$ cat src/rtl/exe_stage_mc.sv
// rtl/exe_stage_mc.sv - multi-cycle ARM execute stage with iterative MUL/MLA
// Purpose: ALU for MOV/MVN/ADD/ADC/SUB/SBC/AND/ORR/EOR in one cycle, shift-add
//          MUL/MLA over WIDTH/MUL_BITS cycles, NZCV status register and the
//          EXE/MEM pipeline register, with freeze (hold) and flush (kill).
// Ports:   clk, rst (async, active-low); in_valid/in_ready handshake from ID/EXE;
//          exe_cmd, s_in, carry_in, mem/wb enables, dest_in, rn_value, val2,
//          store_in instruction fields; freeze, flush pipeline controls;
//          status_bits {N,Z,C,V}; out_valid, alu_result, store_value, dest_out,
//          mem_w_en, mem_r_en, wb_en to MEM; busy to the hazard unit.
module exe_stage_mc #(
    parameter int WIDTH    = 32,
    parameter int MUL_BITS = 4
) (
    input  logic             clk,
    input  logic             rst,
    input  logic             in_valid,
    output logic             in_ready,
    input  logic [3:0]       exe_cmd,
    input  logic             s_in,
    input  logic             carry_in,
    input  logic             mem_w_en_in,
    input  logic             mem_r_en_in,
    input  logic             wb_en_in,
    input  logic [3:0]       dest_in,
    input  logic [WIDTH-1:0] rn_value,
    input  logic [WIDTH-1:0] val2,
    input  logic [WIDTH-1:0] store_in,
    input  logic             freeze,
    input  logic             flush,
    output logic [3:0]       status_bits,
    output logic             out_valid,
    output logic [WIDTH-1:0] alu_result,
    output logic [WIDTH-1:0] store_value,
    output logic [3:0]       dest_out,
    output logic             mem_w_en,
    output logic             mem_r_en,
    output logic             wb_en,
    output logic             busy
);
    localparam int CYCLES = WIDTH / MUL_BITS;
    localparam int CNT_W  = (CYCLES > 1) ? $clog2(CYCLES) : 1;
    localparam logic [CNT_W-1:0] LAST_CNT = CNT_W'(CYCLES - 1);

    localparam logic [3:0] CMD_MOV = 4'b0001, CMD_MVN = 4'b1001, CMD_ADD = 4'b0010,
                           CMD_ADC = 4'b0011, CMD_SUB = 4'b0100, CMD_SBC = 4'b0101,
                           CMD_AND = 4'b0110, CMD_ORR = 4'b0111, CMD_EOR = 4'b1000,
                           CMD_MUL = 4'b1010, CMD_MLA = 4'b1011;

    typedef enum logic {S_IDLE, S_MUL_BUSY} state_t;

    state_t           state_q, state_d;
    logic [CNT_W-1:0] cnt_q, cnt_d;
    logic [WIDTH-1:0] mcand_q, mcand_d, mplier_q, mplier_d, acc_q, acc_d;
    logic [WIDTH-1:0] hstore_q, hstore_d;
    logic [3:0]       hdest_q, hdest_d;
    logic [2:0]       hctl_q, hctl_d;      // {mem_w, mem_r, wb} of the pending multiply
    logic             hs_q, hs_d, mla_q, mla_d;
    logic             out_valid_q, out_valid_d;
    logic [WIDTH-1:0] alu_result_q, alu_result_d, store_value_q, store_value_d;
    logic [3:0]       dest_q, dest_d, status_q, status_d;
    logic [2:0]       out_ctl_q, out_ctl_d;

    logic [WIDTH-1:0] op2, alu_r, pp, mul_sum, mul_final;
    logic [WIDTH:0]   sum;
    logic             cin_eff, is_arith, is_mul, alu_c, alu_v, accept;

    // Single-cycle ALU; subtracts are a + ~b + cin so C=1 means no borrow.
    always_comb begin
        op2      = val2;
        cin_eff  = 1'b0;
        is_arith = 1'b0;
        case (exe_cmd)
            CMD_ADD: is_arith = 1'b1;
            CMD_ADC: begin is_arith = 1'b1; cin_eff = carry_in; end
            CMD_SUB: begin is_arith = 1'b1; op2 = ~val2; cin_eff = 1'b1; end
            CMD_SBC: begin is_arith = 1'b1; op2 = ~val2; cin_eff = carry_in; end
            default: ;
        endcase
        sum = {1'b0, rn_value} + {1'b0, op2} + {{WIDTH{1'b0}}, cin_eff};
        case (exe_cmd)
            CMD_MOV: alu_r = val2;
            CMD_MVN: alu_r = ~val2;
            CMD_AND: alu_r = rn_value & val2;
            CMD_ORR: alu_r = rn_value | val2;
            CMD_EOR: alu_r = rn_value ^ val2;
            CMD_ADD, CMD_ADC, CMD_SUB, CMD_SBC: alu_r = sum[WIDTH-1:0];
            default: alu_r = '0;
        endcase
        alu_c  = sum[WIDTH];
        alu_v  = (rn_value[WIDTH-1] == op2[WIDTH-1]) && (sum[WIDTH-1] != rn_value[WIDTH-1]);
        is_mul = (exe_cmd == CMD_MUL) || (exe_cmd == CMD_MLA);
    end

    // Radix-2^MUL_BITS shift-add: multiplicand shifts up, multiplier digits shift out low.
    always_comb begin
        pp        = mcand_q * WIDTH'(mplier_q[MUL_BITS-1:0]);
        mul_sum   = acc_q + pp;
        mul_final = mul_sum + (mla_q ? hstore_q : '0);
    end

    always_comb begin
        state_d       = state_q;
        cnt_d         = cnt_q;
        mcand_d       = mcand_q;
        mplier_d      = mplier_q;
        acc_d         = acc_q;
        hstore_d      = hstore_q;
        hdest_d       = hdest_q;
        hctl_d        = hctl_q;
        hs_d          = hs_q;
        mla_d         = mla_q;
        out_valid_d   = out_valid_q;
        alu_result_d  = alu_result_q;
        store_value_d = store_value_q;
        dest_d        = dest_q;
        out_ctl_d     = out_ctl_q;
        status_d      = status_q;

        in_ready = rst && (state_q == S_IDLE) && !freeze;
        busy     = (state_q == S_MUL_BUSY);
        accept   = in_valid && in_ready && !flush;

        if (flush) begin
            out_valid_d = 1'b0;
            out_ctl_d   = '0;
            state_d     = S_IDLE;
        end else if (!freeze) begin
            // Bubble by default; overwritten below when a result is loaded.
            out_valid_d = 1'b0;
            out_ctl_d   = '0;
            if (state_q == S_MUL_BUSY) begin
                acc_d    = mul_sum;
                mcand_d  = mcand_q << MUL_BITS;
                mplier_d = mplier_q >> MUL_BITS;
                cnt_d    = cnt_q + 1'b1;
                if (cnt_q == LAST_CNT) begin
                    state_d       = S_IDLE;
                    out_valid_d   = 1'b1;
                    alu_result_d  = mul_final;
                    store_value_d = hstore_q;
                    dest_d        = hdest_q;
                    out_ctl_d     = hctl_q;
                    if (hs_q)
                        status_d = {mul_final[WIDTH-1], mul_final == '0, status_q[1:0]};
                end
            end else if (accept) begin
                if (is_mul) begin
                    state_d  = S_MUL_BUSY;
                    cnt_d    = '0;
                    acc_d    = '0;
                    mcand_d  = rn_value;
                    mplier_d = val2;
                    hstore_d = store_in;
                    hdest_d  = dest_in;
                    hctl_d   = {mem_w_en_in, mem_r_en_in, wb_en_in};
                    hs_d     = s_in;
                    mla_d    = (exe_cmd == CMD_MLA);
                end else begin
                    out_valid_d   = 1'b1;
                    alu_result_d  = alu_r;
                    store_value_d = store_in;
                    dest_d        = dest_in;
                    out_ctl_d     = {mem_w_en_in, mem_r_en_in, wb_en_in};
                    if (s_in)
                        status_d = {alu_r[WIDTH-1], alu_r == '0,
                                    is_arith ? alu_c : status_q[1],
                                    is_arith ? alu_v : status_q[0]};
                end
            end
        end
    end

    always_ff @(posedge clk or negedge rst) begin
        if (!rst) begin
            state_q       <= S_IDLE;
            cnt_q         <= '0;
            mcand_q       <= '0;
            mplier_q      <= '0;
            acc_q         <= '0;
            hstore_q      <= '0;
            hdest_q       <= '0;
            hctl_q        <= '0;
            hs_q          <= 1'b0;
            mla_q         <= 1'b0;
            out_valid_q   <= 1'b0;
            alu_result_q  <= '0;
            store_value_q <= '0;
            dest_q        <= '0;
            out_ctl_q     <= '0;
            status_q      <= '0;
        end else begin
            state_q       <= state_d;
            cnt_q         <= cnt_d;
            mcand_q       <= mcand_d;
            mplier_q      <= mplier_d;
            acc_q         <= acc_d;
            hstore_q      <= hstore_d;
            hdest_q       <= hdest_d;
            hctl_q        <= hctl_d;
            hs_q          <= hs_d;
            mla_q         <= mla_d;
            out_valid_q   <= out_valid_d;
            alu_result_q  <= alu_result_d;
            store_value_q <= store_value_d;
            dest_q        <= dest_d;
            out_ctl_q     <= out_ctl_d;
            status_q      <= status_d;
        end
    end

    assign status_bits = status_q;
    assign out_valid   = out_valid_q;
    assign alu_result  = alu_result_q;
    assign store_value = store_value_q;
    assign dest_out    = dest_q;
    assign mem_w_en    = out_ctl_q[2];
    assign mem_r_en    = out_ctl_q[1];
    assign wb_en       = out_ctl_q[0];
endmodule

$ cat config.mk
export PLATFORM = sky130hd
export DESIGN_NAME = exe_stage_mc
export DESIGN_NICKNAME = d
export VERILOG_FILES = /design/src/rtl/exe_stage_mc.sv
export SDC_FILE = /design/constraint.sdc
export NUM_CORES = 1
export LEC_CHECK = 0
export ABC_CLOCK_PERIOD_IN_PS = 6200
export CAP_MARGIN = 5
export CELL_PAD_IN_SITES_DETAIL_PLACEMENT = 1
export CELL_PAD_IN_SITES_GLOBAL_PLACEMENT = 1
export CORE_MARGIN = 2
export CORE_UTILIZATION = 30
export CTS_CLUSTER_SIZE = 24
export DETAILED_ROUTE_END_ITERATION = 6
export PLACE_DENSITY = 0.68
export RECOVER_POWER = 100
export SLEW_MARGIN = 20
export SYNTH_ARGS = -nofsm -noshare
export SYNTH_HDL_FRONTEND = slang
export SYNTH_SLANG_ARGS = --single-unit
$ cat constraint.sdc
create_clock -name clk -period 6.2 [get_ports clk]
set_input_delay 1.55 -clock clk [delete_from_list [all_inputs] [get_ports clk]]
set_output_delay 1.55 -clock clk [all_outputs]
set_load 0.005 [all_outputs]
==> run metrics, run 1 <==
status complete, but fails checks; violated checks capacitance limit, slew limit, setup timing; global route overflow 0; Ant. Diodes 0; pre-CTS setup slack -0.7562 ns; Seq/Total Area, Yosys 0.2691; Gate Count Post-Synth 2332; Ys Warns 0; Max Cap Viol 5; total number of vias 19110; Peak Freq 147.8 MHz; initial antenna violation count 1; gr usage total 0.2258; worst vdd ir 0.2957 mV; gpl congestion 0.9194; pwr/cell area 355.0 nW/µm²; WL/cell 21.78 µm; area taken by multi-input logic gates 14150 µm²; critical path class reg2reg; Setup Skew 0.03365 ns; Rows 95; share of the core filled with cells 0.4049; CP max stage cell fa_1; Syn Nets 2697; critical path launch point type register; layout cells sized above 1 0.2082; met2 usage 0.4049; leakage dissipation 0.01277 µW; endpoints failing setup 13; die area 69360 µm²; Area Growth Syn to Fin 34.27%; die height 263.4 µm; number of CTS-inserted buffers 28; CTS tree yes; HP Class reg2reg; met3 Use GR 0.02030; Final min period 6.767 ns; Crit path required time 6.73 ns; Critical Path End Type register; EDFF count, synth 0; Fin Setup TNS -4.189 ns; flops & latches, synth 217; Max Slew Vio Count 297; Vias/cell 5.194; RSZ-0062 raised after global routing true; PnR Total Power 9621 µW; CP dominant cell by count buf_4; I/O pin cnt 192; port buffer count 191; Starting Density 0.3016; worst setup margin -0.5671 ns; Post-Syn Area 20180 µm²; cells on worst reg2reg path 30; Reg clk slew, reported paths 0.06 ns; crit-path max cell delay 0.54 ns; worst slew pin tran 3.922 ns; Fill cells 7721; syn_area_per_cell 8.654 µm²; Routed Antenna Nets 0; First DRT Iteration DRCs 928; Critical Path Fanout Max 7; DR pass1 iterations 5; Core Footprint 66920 µm²; flip-flop and latch area 5438 µm²; max_slew headroom -1.615; H-tree lvl count 1; # DRC 0; post-synthesis async set-or-reset flop share 1.000; first-pass GRT wire length 123.0 mm; hpwl dp 62.40 mm; Clock Latency Late Sink 0.60 ns; clock sinks 217; Hold Crit Depth 1; Root Buffer clkbuf_16; global route hottest layer met2; fin nets 3149; Final Cycle Share 1.091; Max Root-Sink Buffers 3; vias in the first global route 20930; Worst Path Arrival 7.30 ns; Die X 263.4 µm; Hold Vio Cnt, Final 0; largest net degree at the start of global routing 87; met1 Resource Use GR 0.2847; ys flop type dfrtp_1; post-synth cell types 91; Routed Wire Length 80.12 mm
worst paths after layout:
check	slack, ns	from	to
max reg2reg	-0.57	mplier_q[1]	status_bits[2]
max	-0.57	mplier_q[1]	status_bits[2]
min	0.48	alu_result[14]	alu_result[14]
max in group asynchronous	1.12	rst	acc_q[28]
min in group asynchronous	0.91	rst	store_value[17]
min reg2reg	0.48	alu_result[14]	alu_result[14]
metal layers:
layer  share of wire  wire, µm
met1            0.43     34280
met2            0.51     40860
met3           0.029      2359
met4           0.033      2620
met5               0         0
where the power goes:
group          switching [µW]  internal (µW)  total (µW)
logic                    3140           2860        6000
clock network             704           1040        1740
registers                 200           1680        1880
total                    4050           5570        9620
flip-flops by register name (all words and copies together) (netlist names):
name,count
acc_q,32
alu_result,32
busy,1
cnt_q,3
dest_out,4
hctl_q,3
hdest_q,4
hs_q,1
hstore_q,32
mcand_q,32
mla_q,1
mplier_q,32
out_ctl_q,3
out_valid,1
status_bits,4
store_value,32
cells in the final DEF, fill, tap and decap left out, drive strengths merged, types with 9 or more instances in the layout:
cell type      netlist  routed
buf                 25     343
nand2              275     275
inv                231     231
dfrtp              217     217
o21ai              204     204
ha                 162     162
and2               137     137
clkdlybuf4s50        0     111
nor2               109     109
mux2i              108     108
a21oi               99      99
xnor2               94      94
fa                  89      89
dlygate4sd3          0      78
clkbuf              95      49
mux2                47      47
nand3               39      39
a21o                33      33
xor2                27      27
o22ai               25      25
nor3                25      25
a22oi               21      21
a211oi              19      19
a31oi               18      18
nor2b               16      16
o211ai              15      15
a22o                14      14
nand2b              12      12
o21a                11      11
a211o               10      10
nand4               10      10
o21bai               9       9
a221oi               9       9
a221o                9       9
and3                 9       9
o31ai                9       9
synthesized netlist by cell type, drive strengths merged, types with 9 or more instances:
cell type  count  area, µm²
a21oi         99      506.7
a211o         10      87.58
o21bai         9      67.56
o21ai        204       1025
fa            89       1782
and2         137      859.6
inv          231      867.1
xor2          27      236.5
clkbuf        95      366.6
o31ai          9      72.57
a211oi        19      147.6
nor3          25      125.1
o21a          11      82.58
nor2b         16      100.1
a22oi         21      157.7
o211ai        15      136.4
nand2        275       1032
a22o          14      122.6
buf           25      108.9
nand2b        12      82.58
a31oi         18      140.1
dfrtp        217       5430
xnor2         94      823.3
nand4         10      62.56
nand3         39      195.2
nor2         109      409.1
ha           162       2027
mux2i        108       1081
mux2          47      529.3
o22ai         25      156.4
a221o          9      91.34
and3           9      61.31
a21o          33      250.2
a221oi         9      78.83
final cells by class:
type,instances,area share
Clock inverter,12,0.007480
Multi-Input combinational cell,1763,0.5222
Timing Repair Buffer,542,0.1688
Sequential cell,217,0.2007
Inverter,232,0.03214
Clock buffer,39,0.02849
Tap cell,873,0.04031
worst max-delay path: cells and delay by family (launching register included):
kind | cells | cell delay [ns]
buffers and inverters | 7 | 0.90
and+or+nand+nor | 12 | 1.68
AOI/OAI and AO/OA | 4 | 1.01
DFF | 1 | 0.48
xor gates and xnor gates | 2 | 0.48
adders and majority gates | 5 | 2.17
metrics by stage:
| stage | hold slack [ns] | instance area (µm²) | instances |
|---|---|---|---|
| finish | 0.4770 | 27100 | 3678 |
| global route | 0.4919 | 27100 | 3678 |
| CTS | 0.4818 | 26680 | 3664 |
| detailed placement | 0.4675 | 25230 | 3597 |
| global placement | 0.4535 | 25230 | 3597 |
| floorplan | 0.4428 | 20240 | 2332 |
cell families after synthesis:
kind of cell | after synthesis | synth area share
flip-flops | 217 | 0.2691
multiplexers | 155 | 0.07979
AND/OR/NAND/NOR | 675 | 0.1609
XOR/XNOR | 123 | 0.05474
adder cells (fa/ha/maj) | 251 | 0.1887
buffers and inverters | 352 | 0.06671
AO/OA/AOI/OAI | 559 | 0.1801
what timing repair did:
action                     in CTS  in global routing
hold buffers                    0                  0
cloned                          1                  1
resized for setup              70                 76
pin swaps                      35                 47
setup endpoints to repair      18                 19
setup buffers                  16                 13
(Power assumes the default switching activity.)
==> run 2: changes to the inputs <==
--- a/config.mk
+++ b/config.mk
@@ -15,6 +15,7 @@
 export DETAILED_ROUTE_END_ITERATION = 6
 export PLACE_DENSITY = 0.68
 export RECOVER_POWER = 100
+export REMOVE_ABC_BUFFERS = 1
 export SLEW_MARGIN = 20
 export SYNTH_ARGS = -nofsm -noshare
 export SYNTH_HDL_FRONTEND = slang
==> run metrics, run 2 (synthesized netlist as in run 1, its figures left out) <==
fin nets 3144 (-0.16%); worst slew pin tran 2.261 ns (-1.661 ns); Die X 263.4 µm (unchanged); most common cell after layout, fill and taps aside buf_4; most frequent cells in the layout buf_4 (321), nand2_1 (271), inv_1 (227), dfrtp_1 (213), o21ai_0 (186); gpl congestion 0.8949 (-2.7%); global route overflow 0 (unchanged); vias in the first global route 20640 (-1.4%); I/O pin cnt 192 (unchanged); leakage dissipation 0.01284 µW (+0.53%); Setup Skew 0.02253 ns (-0.01111 ns); violated checks capacitance limit, slew limit, setup timing; r2r endpoint alu_result[31]; Vias/cell 5.053 (-2.7%); critical path class reg2reg; # DRC 0 (unchanged); Routed Antenna Nets 0 (unchanged); initial antenna violation count 2 (+1); Routed Wire Length 74.29 mm (-7.3%); Rows 95 (unchanged); worst vdd ir 0.1953 mV (-34%); port buffer count 191 (unchanged); crit-path max cell delay 0.50 ns (-0.04 ns); Worst Path Arrival 7.31 ns (about the same); number of CTS-inserted buffers 29 (+3.6%); CTS tree yes; Fill cells 7751 (+0.39%); Hold Crit Depth 2 (+1); RSZ-0062 raised after global routing true; die height 263.4 µm (unchanged); Max Cap Viol 3 (-2); max_slew headroom -0.5175 (+1.097); largest net degree at the start of global routing 132 (+52%); first-pass GRT wire length 116.8 mm (-5.1%); placed cell areas 25180 µm² (-0.19%); HP Class reg2reg; Hold Worst Slack 0.4683 ns (-0.008740 ns); Max Slew Vio Count 79 (-73%); Peak Freq 146.9 MHz (-0.61%); reg2reg setup slack -0.61 ns (-0.04 ns); H-tree lvl count 1 (unchanged); hpwl dp 58.02 mm (-7.0%); pwr/cell area 348.1 nW/µm² (-1.9%); Crit path required time 6.71 ns (-0.02 ns); Reg clk slew, reported paths 0.06 ns (about the same); Final min period 6.809 ns (+0.04150 ns); WL/cell 20.24 µm (-7.1%); Area Growth Syn to Fin 34.43%; endpoints failing setup 15 (+2); Starting Density 0.3016 (unchanged); worst setup margin -0.6086 ns (-0.04150 ns); cells on worst reg2reg path 28 (-6.7%); Critical Path Fanout Max 5 (-2); clock sinks 217 (unchanged); pre-CTS setup slack -0.8741 ns (-0.1179 ns); crit path from mplier_q[3]; critical path launch point type register; r2r startpoint mplier_q[3]; Final Cycle Share 1.098 (+0.006694); Clock Latency Late Sink 0.59 ns (about the same); layout cells sized above 1 0.2060 (-0.002191); Hold Vio Cnt, Final 0 (unchanged); total number of vias 18550 (-2.9%); DR pass1 iterations 4 (-1); First DRT Iteration DRCs 818 (-12%); Post-CTS Hold Buffers 0 (unchanged); CP dominant cell by count fa_1; Fin Setup TNS -5.922 ns (-1.733 ns); CP max stage cell fa_1; Critical Path End Type register; Core Footprint 66920 µm² (unchanged); CP endpoint alu_result[31]; die area 69360 µm² (unchanged); Root Buffer clkbuf_16; Max Root-Sink Buffers 3 (unchanged); final non-filler cell total 3671 (-0.19%); gr usage total 0.2117 (-0.01409); Placed Instances 3595 (-0.056%); Finished Cell Area 27130 µm² (+0.12%); status complete, but fails checks
[run 2: cell count changes in the layout (fill, tap and decap cells not counted), sizes merged, moves of 2 or more]
cell    before  now
buf        343  336
clkbuf      49   46
clkinv       5    7
diode        0    2
[run 2: critical path, delay by kind of cell (launching register included)]
kind            cells  cell delay, ns
compound gates     11            2.59
fa+ha+maj           5            1.98
simple gates        6            0.92
flops               1            0.43
xor+xnor            2            0.41
buf+inv             4            0.40
[run 2: power by group]
group | internal (µW) | switching [µW]
registers | 1680 | 187
logic | 2840 | 3030
clock network | 1010 | 699
total | 5530 | 3920
[run 2: per-layer routing]
layer,GRT usage,share of wire,vias up
li1,-,-,8889
met1,0.2720,0.45,9264
met2,0.3728,0.49,296
met3,0.01815,0.029,100
met4,0.07212,0.033,0
met5,0,0,-
[run 2: worst min-delay path by stage]
stage	from	endpoint	slack, ns
4_1_cts	cnt_q[1]	cnt_q[1]	0.48
3_5_place_dp	cnt_q[1]	cnt_q[1]	0.47
6_report	store_value[16]	store_value[16]	0.47
3_3_place_gp	cnt_q[1]	cnt_q[1]	0.45
2_1_floorplan	cnt_q[1]	cnt_q[1]	0.44
5_1_grt	store_value[28]	store_value[28]	0.50
[run 2: stage by stage]
step / power, µW / utilization
after floorplan: 4286 / -
after global placement: 6752 / 0.3763
after detailed placement: 6903 / 0.3763
after CTS: 9058 / 0.3979
after global routing: 10080 / 0.4054
final: 9445 / 0.4054
[run 2: layout make-up]
| cell class | count | area [µm²] | area share |
|---|---|---|---|
| antenna | 2 | 5.005 | 0.0001845 |
| clock buffer | 35 | 778.2 | 0.02869 |
| clock inverter | 13 | 162.7 | 0.005995 |
| inverter | 232 | 870.8 | 0.03210 |
| multi-input combinational | 1763 | 14190 | 0.5232 |
| sequential | 217 | 5438 | 0.2004 |
| tap | 873 | 1092 | 0.04026 |
| timing repair buffer | 536 | 4589 | 0.1692 |
[run 2: repair_timing]
| item | in CTS | in global routing |
|---|---|---|
| cloned | 0 | 1 |
| setup buffers | 11 | 18 |
| pin swaps | 48 | 60 |
| resized for setup | 75 | 84 |
| hold endpoints to repair | 0 | 0 |
| endpoints found under the setup margin | 18 | 22 |
